### config.mk
export PLATFORM = sky130hd
export DESIGN_NAME = hazard_ctrl
export DESIGN_NICKNAME = d
export VERILOG_FILES = /design/src/rtl/hazard_ctrl_pkg.sv /design/src/rtl/hazard_ctrl_detect.sv /design/src/rtl/hazard_ctrl.sv
export SDC_FILE = /design/constraint.sdc
export NUM_CORES = 1
export LEC_CHECK = 0
export CAP_MARGIN = 30
export CORE_ASPECT_RATIO = 1.25
export CORE_MARGIN = 3
export CORE_UTILIZATION = 49
export CTS_BUF_LIST = sky130_fd_sc_hd__clkbuf_16
export CTS_CLUSTER_SIZE = 30
export DETAILED_ROUTE_END_ITERATION = 8
export GPL_TIMING_DRIVEN = 0
export HOLD_SLACK_MARGIN = 0.15
export PLACE_DENSITY = 0.8
export SLEW_MARGIN = 10
export SYNTH_ARGS = -nofsm -noshare
export SYNTH_HDL_FRONTEND = slang
export SYNTH_SLANG_ARGS = --single-unit
### constraint.sdc
create_clock -name clk -period 2.6 [get_ports clk]
set_clock_uncertainty 0.1 [all_clocks]
set_input_delay 0.26 -clock clk [delete_from_list [all_inputs] [get_ports clk]]
set_output_delay 0.26 -clock clk [all_outputs]
set_load 0.03 [all_outputs]
### src/rtl/hazard_ctrl_pkg.sv
// Shared pipeline constants for the hazard controller: register index width, timeout default, FSM encoding.
// No logic beyond a pure source-match helper; zero latency.
package hazard_ctrl_pkg;

  localparam int TIMEOUT_DEF = 16;
  localparam int REG_W       = 5;
  localparam int STATE_W     = 2;

  localparam logic [STATE_W-1:0] ST_IDLE = 2'd0;
  localparam logic [STATE_W-1:0] ST_WAIT = 2'd1;
  localparam logic [STATE_W-1:0] ST_ERR  = 2'd2;

  typedef logic [REG_W-1:0] reg_idx_t;

  function automatic logic src_hit(input logic used, input reg_idx_t rs, input reg_idx_t rd);
    return used && (rs == rd);
  endfunction

endpackage

### src/rtl/hazard_ctrl_detect.sv
// Load-use comparator: flags an OF-stage read of the register an EX-stage load is producing.
// Purely combinational; no backpressure of its own.
module hazard_detect
  import hazard_ctrl_pkg::*;
(
  input  logic     is_ld_i,
  input  reg_idx_t rd_i,
  input  reg_idx_t rs1_i,
  input  reg_idx_t rs2_i,
  input  logic     use1_i,
  input  logic     use2_i,
  output logic     load_use_o
);

  // x0 is hardwired to zero, so a load into it never creates a dependency.
  assign load_use_o = is_ld_i && (rd_i != '0) &&
                      (src_hit(use1_i, rs1_i, rd_i) || src_hit(use2_i, rs2_i, rd_i));

endmodule

### src/rtl/hazard_ctrl.sv
// Pipeline hazard controller: data-memory wait FSM with timeout, branch flush and load-use stall.
// Outputs are combinational from state and inputs; memory stall freezes the pipe ahead of DM/WB.
module hazard_ctrl
  import hazard_ctrl_pkg::*;
#(
  parameter int TIMEOUT = TIMEOUT_DEF
) (
  input  logic             clk,
  input  logic             rst_n,
  input  logic             isLd_EX,
  input  logic [REG_W-1:0] rd_EX,
  input  logic [REG_W-1:0] rs1_OF,
  input  logic [REG_W-1:0] rs2_OF,
  input  logic             use1_OF,
  input  logic             use2_OF,
  input  logic             isBranchTaken_EX,
  input  logic             memOp_DM,
  input  logic             dm_ack,
  output logic             dm_req,
  output logic             pc_en,
  output logic             en_IFOF,
  output logic             en_OFEX,
  output logic             en_EXDM,
  output logic             en_DMWB,
  output logic             flush_IFOF,
  output logic             flush_OFEX,
  output logic             bubble_DMWB,
  output logic             dm_timeout,
  output logic [15:0]      stall_cnt
);

  logic [STATE_W-1:0] state_q, state_d;
  logic [15:0]        wait_cnt_q, wait_cnt_d;
  logic [15:0]        stall_cnt_q, stall_cnt_d;
  logic               load_use;
  logic               mem_stall;

  hazard_detect u_detect (
    .is_ld_i    (isLd_EX),
    .rd_i       (rd_EX),
    .rs1_i      (rs1_OF),
    .rs2_i      (rs2_OF),
    .use1_i     (use1_OF),
    .use2_i     (use2_OF),
    .load_use_o (load_use)
  );

  assign mem_stall = ((state_q == ST_IDLE) && memOp_DM && !dm_ack) ||
                     ((state_q == ST_WAIT) && !dm_ack) ||
                     (state_q == ST_ERR);

  always_comb begin
    state_d    = state_q;
    wait_cnt_d = wait_cnt_q;
    case (state_q)
      ST_IDLE: begin
        if (memOp_DM && !dm_ack) begin
          state_d    = ST_WAIT;
          wait_cnt_d = '0;
        end
      end
      ST_WAIT: begin
        if (dm_ack) begin
          state_d = ST_IDLE;
        end else if (wait_cnt_q == 16'(TIMEOUT - 1)) begin
          state_d = ST_ERR;
        end else begin
          wait_cnt_d = wait_cnt_q + 16'd1;
        end
      end
      ST_ERR:  state_d = ST_ERR;
      default: state_d = ST_IDLE;
    endcase
  end

  // Priority: reset > memory stall > branch > load-use. A held branch or
  // load-use is simply re-evaluated in the release cycle from the frozen regs.
  always_comb begin
    dm_req      = 1'b0;
    pc_en       = 1'b1;
    en_IFOF     = 1'b1;
    en_OFEX     = 1'b1;
    en_EXDM     = 1'b1;
    en_DMWB     = 1'b1;
    flush_IFOF  = 1'b0;
    flush_OFEX  = 1'b0;
    bubble_DMWB = 1'b0;
    if (!rst_n) begin
      pc_en      = 1'b0;
      en_IFOF    = 1'b0;
      en_OFEX    = 1'b0;
      en_EXDM    = 1'b0;
      en_DMWB    = 1'b0;
      flush_IFOF = 1'b1;
      flush_OFEX = 1'b1;
    end else begin
      case (state_q)
        ST_IDLE: dm_req = memOp_DM;
        ST_WAIT: dm_req = 1'b1;
        default: dm_req = 1'b0;
      endcase
      if (mem_stall) begin
        pc_en       = 1'b0;
        en_IFOF     = 1'b0;
        en_OFEX     = 1'b0;
        en_EXDM     = 1'b0;
        bubble_DMWB = 1'b1;
      end else if (isBranchTaken_EX) begin
        flush_IFOF = 1'b1;
        flush_OFEX = 1'b1;
      end else if (load_use) begin
        pc_en      = 1'b0;
        en_IFOF    = 1'b0;
        flush_OFEX = 1'b1;
      end
    end
  end

  assign stall_cnt_d = (!pc_en && (stall_cnt_q != 16'hFFFF)) ? stall_cnt_q + 16'd1 : stall_cnt_q;

  always_ff @(posedge clk or negedge rst_n) begin
    if (!rst_n) begin
      state_q     <= ST_IDLE;
      wait_cnt_q  <= '0;
      stall_cnt_q <= '0;
    end else begin
      state_q     <= state_d;
      wait_cnt_q  <= wait_cnt_d;
      stall_cnt_q <= stall_cnt_d;
    end
  end

  assign dm_timeout = (state_q == ST_ERR);
  assign stall_cnt  = stall_cnt_q;

endmodule
=== After elaboration in Yosys (flattened, before gate mapping) ===
Cells that the tools add are included.

* Flip-flop bits (word level): 34
* Input bits: 23

* $add $sub $neg: 2
* Equal/unequal tests: 10
* Multiplexer cells: 26
* Reduce and logical (&&, ||, !) cells: 19

{| class="wikitable"
|+ Operator list
! kind !! number
|-
| $mux W16 || 3
|-
| $add A16 B1 Y16 const B || 2
|-
| $pmux W16 S2 || 1
|-
| $mux W1 || 17
|-
| $eq A16 B4 Y1 const B || 1
|-
| $ne A16 B16 Y1 const B || 1
|-
| $eq A5 B5 Y1 || 2
|-
| $logic_and A1 B1 Y1 || 9
|-
| $mux W2 || 3
|-
| $pmux W2 S3 || 1
|-
| $reduce_bool A5 Y1 || 1
|-
| $ne A2 B2 Y1 const B || 2
|-
| $reduce_and A4 Y1 || 1
|-
| $logic_or A1 B1 Y1 || 3
|-
| $ne A3 B2 Y1 const B || 1
|-
| $eq A2 B1 Y1 const B || 1
|-
| $eq A2 B2 Y1 const B || 1
|-
| $logic_not A1 Y1 || 2
|-
| $logic_not A2 Y1 || 1
|-
| $ne A2 B1 Y1 const B || 1
|-
| $pmux W1 S2 || 1
|-
| $reduce_and A2 Y1 || 1
|-
| $reduce_bool A2 Y1 || 1
|}

=== Logic depth before layout (Yosys ltp) ===
* Depth in word-level cells: 10
* Gate-level depth with buffers: 8

=== By module ===
A second synthesis with hierarchy kept.

* Cell total of the unflattened synthesis: 219
* Area, all modules: 1970.6 um^2

{| class="wikitable"
|+ Modules (own cells, without submodules)
! module !! instances !! cells an instance !! area each (um^2) !! sequential area each (um^2)
|-
| hazard_ctrl || 1 || 202 || 1836.8 || 850.8
|-
| hazard_detect || 1 || 17 || 133.9 || 0.0
|}

=== Worst setup path after synthesis ===
Ideal clock, no wire load.

* Kind: input to output
* Start point: input rd_EX[0]
* End point: output pc_en
* Arrival: 1.760 ns
* Required time: 2.240 ns
* Setup slack: 0.480 ns
* Cell stages on the path: 7
* Path buffers: 2
* Path through: or4_1 -> o21ai_2 -> nor2_1 -> a21o_4 -> buf_6 -> inv_1 -> buf_4

* Word-level cells in the longest chain between the ends: 8
* Elaborated cells between the ends (all ways): 12

{| class="wikitable"
|+ Ends and longest elaborated chain
! element !! line !! text
|-
| start, declared || hazard_ctrl.sv:11 || <nowiki>input logic [REG_W-1:0] rd_EX,</nowiki>
|-
| $eq A5 B5 Y1 || hazard_ctrl_pkg.sv:16 || <nowiki>return used && (rs == rd);</nowiki>
|-
| $logic_and A1 B1 Y1 || hazard_ctrl_pkg.sv:16 ||
|-
| $logic_or A1 B1 Y1 || hazard_ctrl_detect.sv:17 || <nowiki>(src_hit(use1_i, rs1_i, rd_i) || src_hit(use2_i, rs2_i, rd_i));</nowiki>
|-
| $logic_and A1 B1 Y1 (*) || hazard_ctrl_detect.sv:16 || <nowiki>assign load_use_o = is_ld_i && (rd_i != '0) &&</nowiki>
|-
| $mux W1 (*) (4 in a row) || -- ||
|-
| end, declared || hazard_ctrl.sv:20 || <nowiki>output logic pc_en,</nowiki>
|}

Mark *: on every way between the ends. The rest lies on a longest branch, timed or not.

=== Final worst setup path ===
* Start point: input rd_EX[2]
* End point: output pc_en

* Word-level cells in the longest chain between the ends: 8
* Elaborated cells between the ends (all ways): 12

{| class="wikitable"
|+ Ends and longest elaborated chain
! element !! line !! text
|-
| $eq A5 B5 Y1 || hazard_ctrl_pkg.sv:16 ||
|-
| $logic_and A1 B1 Y1 || hazard_ctrl_pkg.sv:16 ||
|-
| $logic_or A1 B1 Y1 || hazard_ctrl_detect.sv:17 ||
|-
| $logic_and A1 B1 Y1 (*) || hazard_ctrl_detect.sv:16 ||
|-
| $mux W1 (*) || hazard_ctrl.sv:111 || <nowiki>end else if (load_use) begin</nowiki>
|-
| $mux W1 (*) || hazard_ctrl.sv:108 || <nowiki>end else if (isBranchTaken_EX) begin</nowiki>
|-
| $mux W1 (*) || hazard_ctrl.sv:102 || <nowiki>if (mem_stall) begin</nowiki>
|-
| $mux W1 (*) || hazard_ctrl.sv:88 || <nowiki>if (!rst_n) begin</nowiki>
|}

Marked as above.

==> metrics.csv <==
stage,metric,value,unit
synthesis,Post-synth EDFFs,0,
layout,Layout fillers,280,
synthesis,Seq cells post-synth,34,
sta,Final setup viols,0,
power_and_ir_drop,P_sw,557.4,µW
worst_hold_path,Hold Path Class,in -> async,
floorplanning,Core ar.,0.003633,mm²
drt,WL final,4225,µm
power_and_ir_drop,PD cells,665.3,mW/mm²
clocking,H-tree levels,2,
floorplanning,die height,75.98,µm
clocking,worst skew pair latency,0.27,ns
sta,Slew HR,0.6145,
place,I/O Buffers,48,
run,maximum capacitance violations,0,
synthesis,sequential element share of the synthesized area,0.4433,
clocking,CTS buffer count,5,
floorplanning,Rows,24,
synthesis,synth top area cells,"dfrtp_1 44%, xnor2_1 12%, nand4_1 4.6%",
sta,Final Hold Vio Count,0,
sta,Fin Setup TNS,0,ns
floorplanning,Die ar.,0.004709,mm²
power_and_ir_drop,internal power,1198,µW
global_route,first-pass GRT wire length,7403,µm
power_and_ir_drop,P_leak,0.001141,µW
drt,Post-DRT Antenna Nets,0,
power_and_ir_drop,Seq pwr share,0.389,
clocking,deepest clock path buffer count,2,
place,DP HPWL,3157,µm
power_and_ir_drop,Sw Ratio,0.3175,
layout,ant diodes,0,
setup_path,CP Launch Type,input pin,
synthesis,Post-Syn Nets,226,
synthesis,Yosys warning count,0,
sta,final worst slack,0.09702,ns
power_and_ir_drop,combinational group share of total power,0.301,
layout,synth-to-layout area growth,37.48,%
synthesis,most numerous cell in the Yosys netlist,dfrtp_1,
sta,Final Cycle Share,0.9627,
global_route,initial antenna violation count,0,
synthesis,post-synthesis cell area,0.001919,mm²
floorplanning,Initial Util,0.5282,
drt,Pre-Repair DR Iteration Count,4,
synthesis,Avg Inst Size Synth,9.549,µm²
drt,DRC viols,0,
setup_path,reg-to-reg startpoint,stall_cnt[0],
global_route,grt ovf,0,
setup_path,Crit. End Element,output pin,
layout,area occupied by multi-input gates,987.2,µm²
sta,Final Slew Violations,0,
setup_path,Required @ worst endpoint,2.24,ns
synthesis,"top cells by count, synth","34 x dfrtp_1, 26 x xnor2_1, 22 x nor2_1, 19 x nand2_1, 14 x nand4_1",
synthesis,share of the synthesized area in the top cell type,0.4433,
power_and_ir_drop,peak supply drop,0.0006646,V
drt,vias per inst,5.112,
power_and_ir_drop,share of total power in the clock network,0.310,
clocking,Root Driver,clkbuf_16,
setup_path,CP arrival,2.14,ns
setup_path,Critical Path Start,rd_EX[2],
layout,Sequential Area,850.8,µm²
layout,ratio of cells with drive above 1 in the final layout,0.09231,
clocking,Worst-path clk slew,0.05,ns
setup_path,critical path class,in -> out,
drt,DR WL/cell,13.54,µm
global_route,GRT Overall Usage,0.2022,
synthesis,share of flip-flops with an asynchronous set or reset,1.000,
clocking,CTS sink count,34,
sta,Slew @ Worst Pin,0.5738,ns
synthesis,largest area contributor in the netlist,dfrtp_1,
synthesis,Post-Syn Instances,201,
place,gpl congestion,0.8362,
drt,vias,1595,
setup_path,Worst Path Max Fanout,10,
sta,fmax,399.5,MHz
global_route,vias in the first global route,1675,
place,dpl ws,-0.4887,ns
sta,fin crit period,2.503,ns
synthesis,post-synth cell types,39,
synthesis,ys flop type,dfrtp_1,
global_route,largest net degree at the start of global routing,27,
floorplanning,IO Count,49,
clocking,clock tree from TritonCTS,done,
layout,Layout Nets,284,
drt,DR iter-0 viols,93,
floorplanning,chip width,61.98,µm
outcome,status,"finished, final reports clean",
sta,RSZ-0062 raised after global routing,no,
what timing repair did:
action	CTS	global route
setup buffers	0	0
hold endpoints to repair	34	0
resized for setup	9	4
hold buffers	2	0
endpoints found under the setup margin	3	2
kinds of logic (layout without fill, tap and decap cells):
kind of cell    Yosys count  in the layout  share of synthesized area
xor+xnor                 36             36                     0.1643
compound gates           14             14                    0.04824
mux                       1              1                   0.005867
buf+inv                  15             74                    0.04237
fa+ha+maj                 2              2                    0.01304
flops                    34             34                     0.4433
simple gates             99             99                     0.2829
flip-flops by register name, summed over array words and instances (netlist names):
signal	flops
stall_cnt	16
wait_cnt_q	16
state_q	2
routing by layer:
metal / up-vias / GRT usage / share of wire
li1: 800 / - / -
met1: 758 / 0.2590 / 0.44
met2: 33 / 0.3195 / 0.52
met3: 4 / 0.04915 / 0.029
met4: 0 / 0.07643 / 0.0090
met5: - / 0 / 0
power groups by stage:
stage,sequential [µW],combinational (µW),clock (µW)
6_report,683,529,544
5_1_grt,697,582,580
4_1_cts,683,536,559
3_5_place_dp,690,529,0
3_3_place_gp,688,517,0
2_1_floorplan,784,207,0
critical path: stages:
cell	delay [ns]
clkdlybuf4s50_1	0.46
or4_1	0.50
o21ai_2	0.14
nor2_1	0.07
a21o_4	0.25
buf_6	0.15
inv_1	0.07
buf_4	0.10
buf_4	0.14
cell usage in the layout (no fill, tap or decap), types with 4 or more instances in the layout:
| master | count |
|---|---|
| o21ai_0 | 6 |
| clkbuf_16 | 5 |
| nand3_1 | 13 |
| xnor2_1 | 26 |
| and3_1 | 7 |
| dfrtp_1 | 34 |
| nand4_1 | 14 |
| clkdlybuf4s50_1 | 42 |
| nand2_1 | 19 |
| buf_2 | 4 |
| xor2_1 | 10 |
| nor2_1 | 22 |
| buf_4 | 5 |
| inv_1 | 7 |
final cells by class:
cell class | instances | share of cell area
inverter | 7 | 0.009957
timing repair buffer | 51 | 0.1963
clock inverter | 3 | 0.004267
multi-input combinational | 152 | 0.3741
buffer | 8 | 0.02086
sequential | 34 | 0.3224
tap | 52 | 0.02466
clock buffer | 5 | 0.04742
path summary, 6_finish.rpt:
kind	depth (start not counted)	slack, ns	end
worst max-delay path	9	0.1	pc_en
worst min-delay path	2	0.28	wait_cnt_q[7]
worst max register to register	6	0.42	stall_cnt[1]
worst min register to register	1	0.39	stall_cnt[15]
max in group asynchronous	4	1.61	wait_cnt_q[15]
min in group clk	1	0.39	stall_cnt[15]
per-stage QoR:
step / cells / hold WS, ns / power (µW) / utilization / instance area (µm²)
floorplan: 201 / -0.1356 / 990.8 / - / 1919
global placement: 301 / 0.3827 / 1205 / 0.6784 / 2465
detailed placement: 302 / 0.03645 / 1219 / 0.6825 / 2480
CTS: 312 / 0.2860 / 1779 / 0.7259 / 2638
global route: 312 / 0.3116 / 1859 / 0.7262 / 2639
finish: 312 / 0.2815 / 1756 / 0.7262 / 2639
Power figures use the tool's default switching activity.
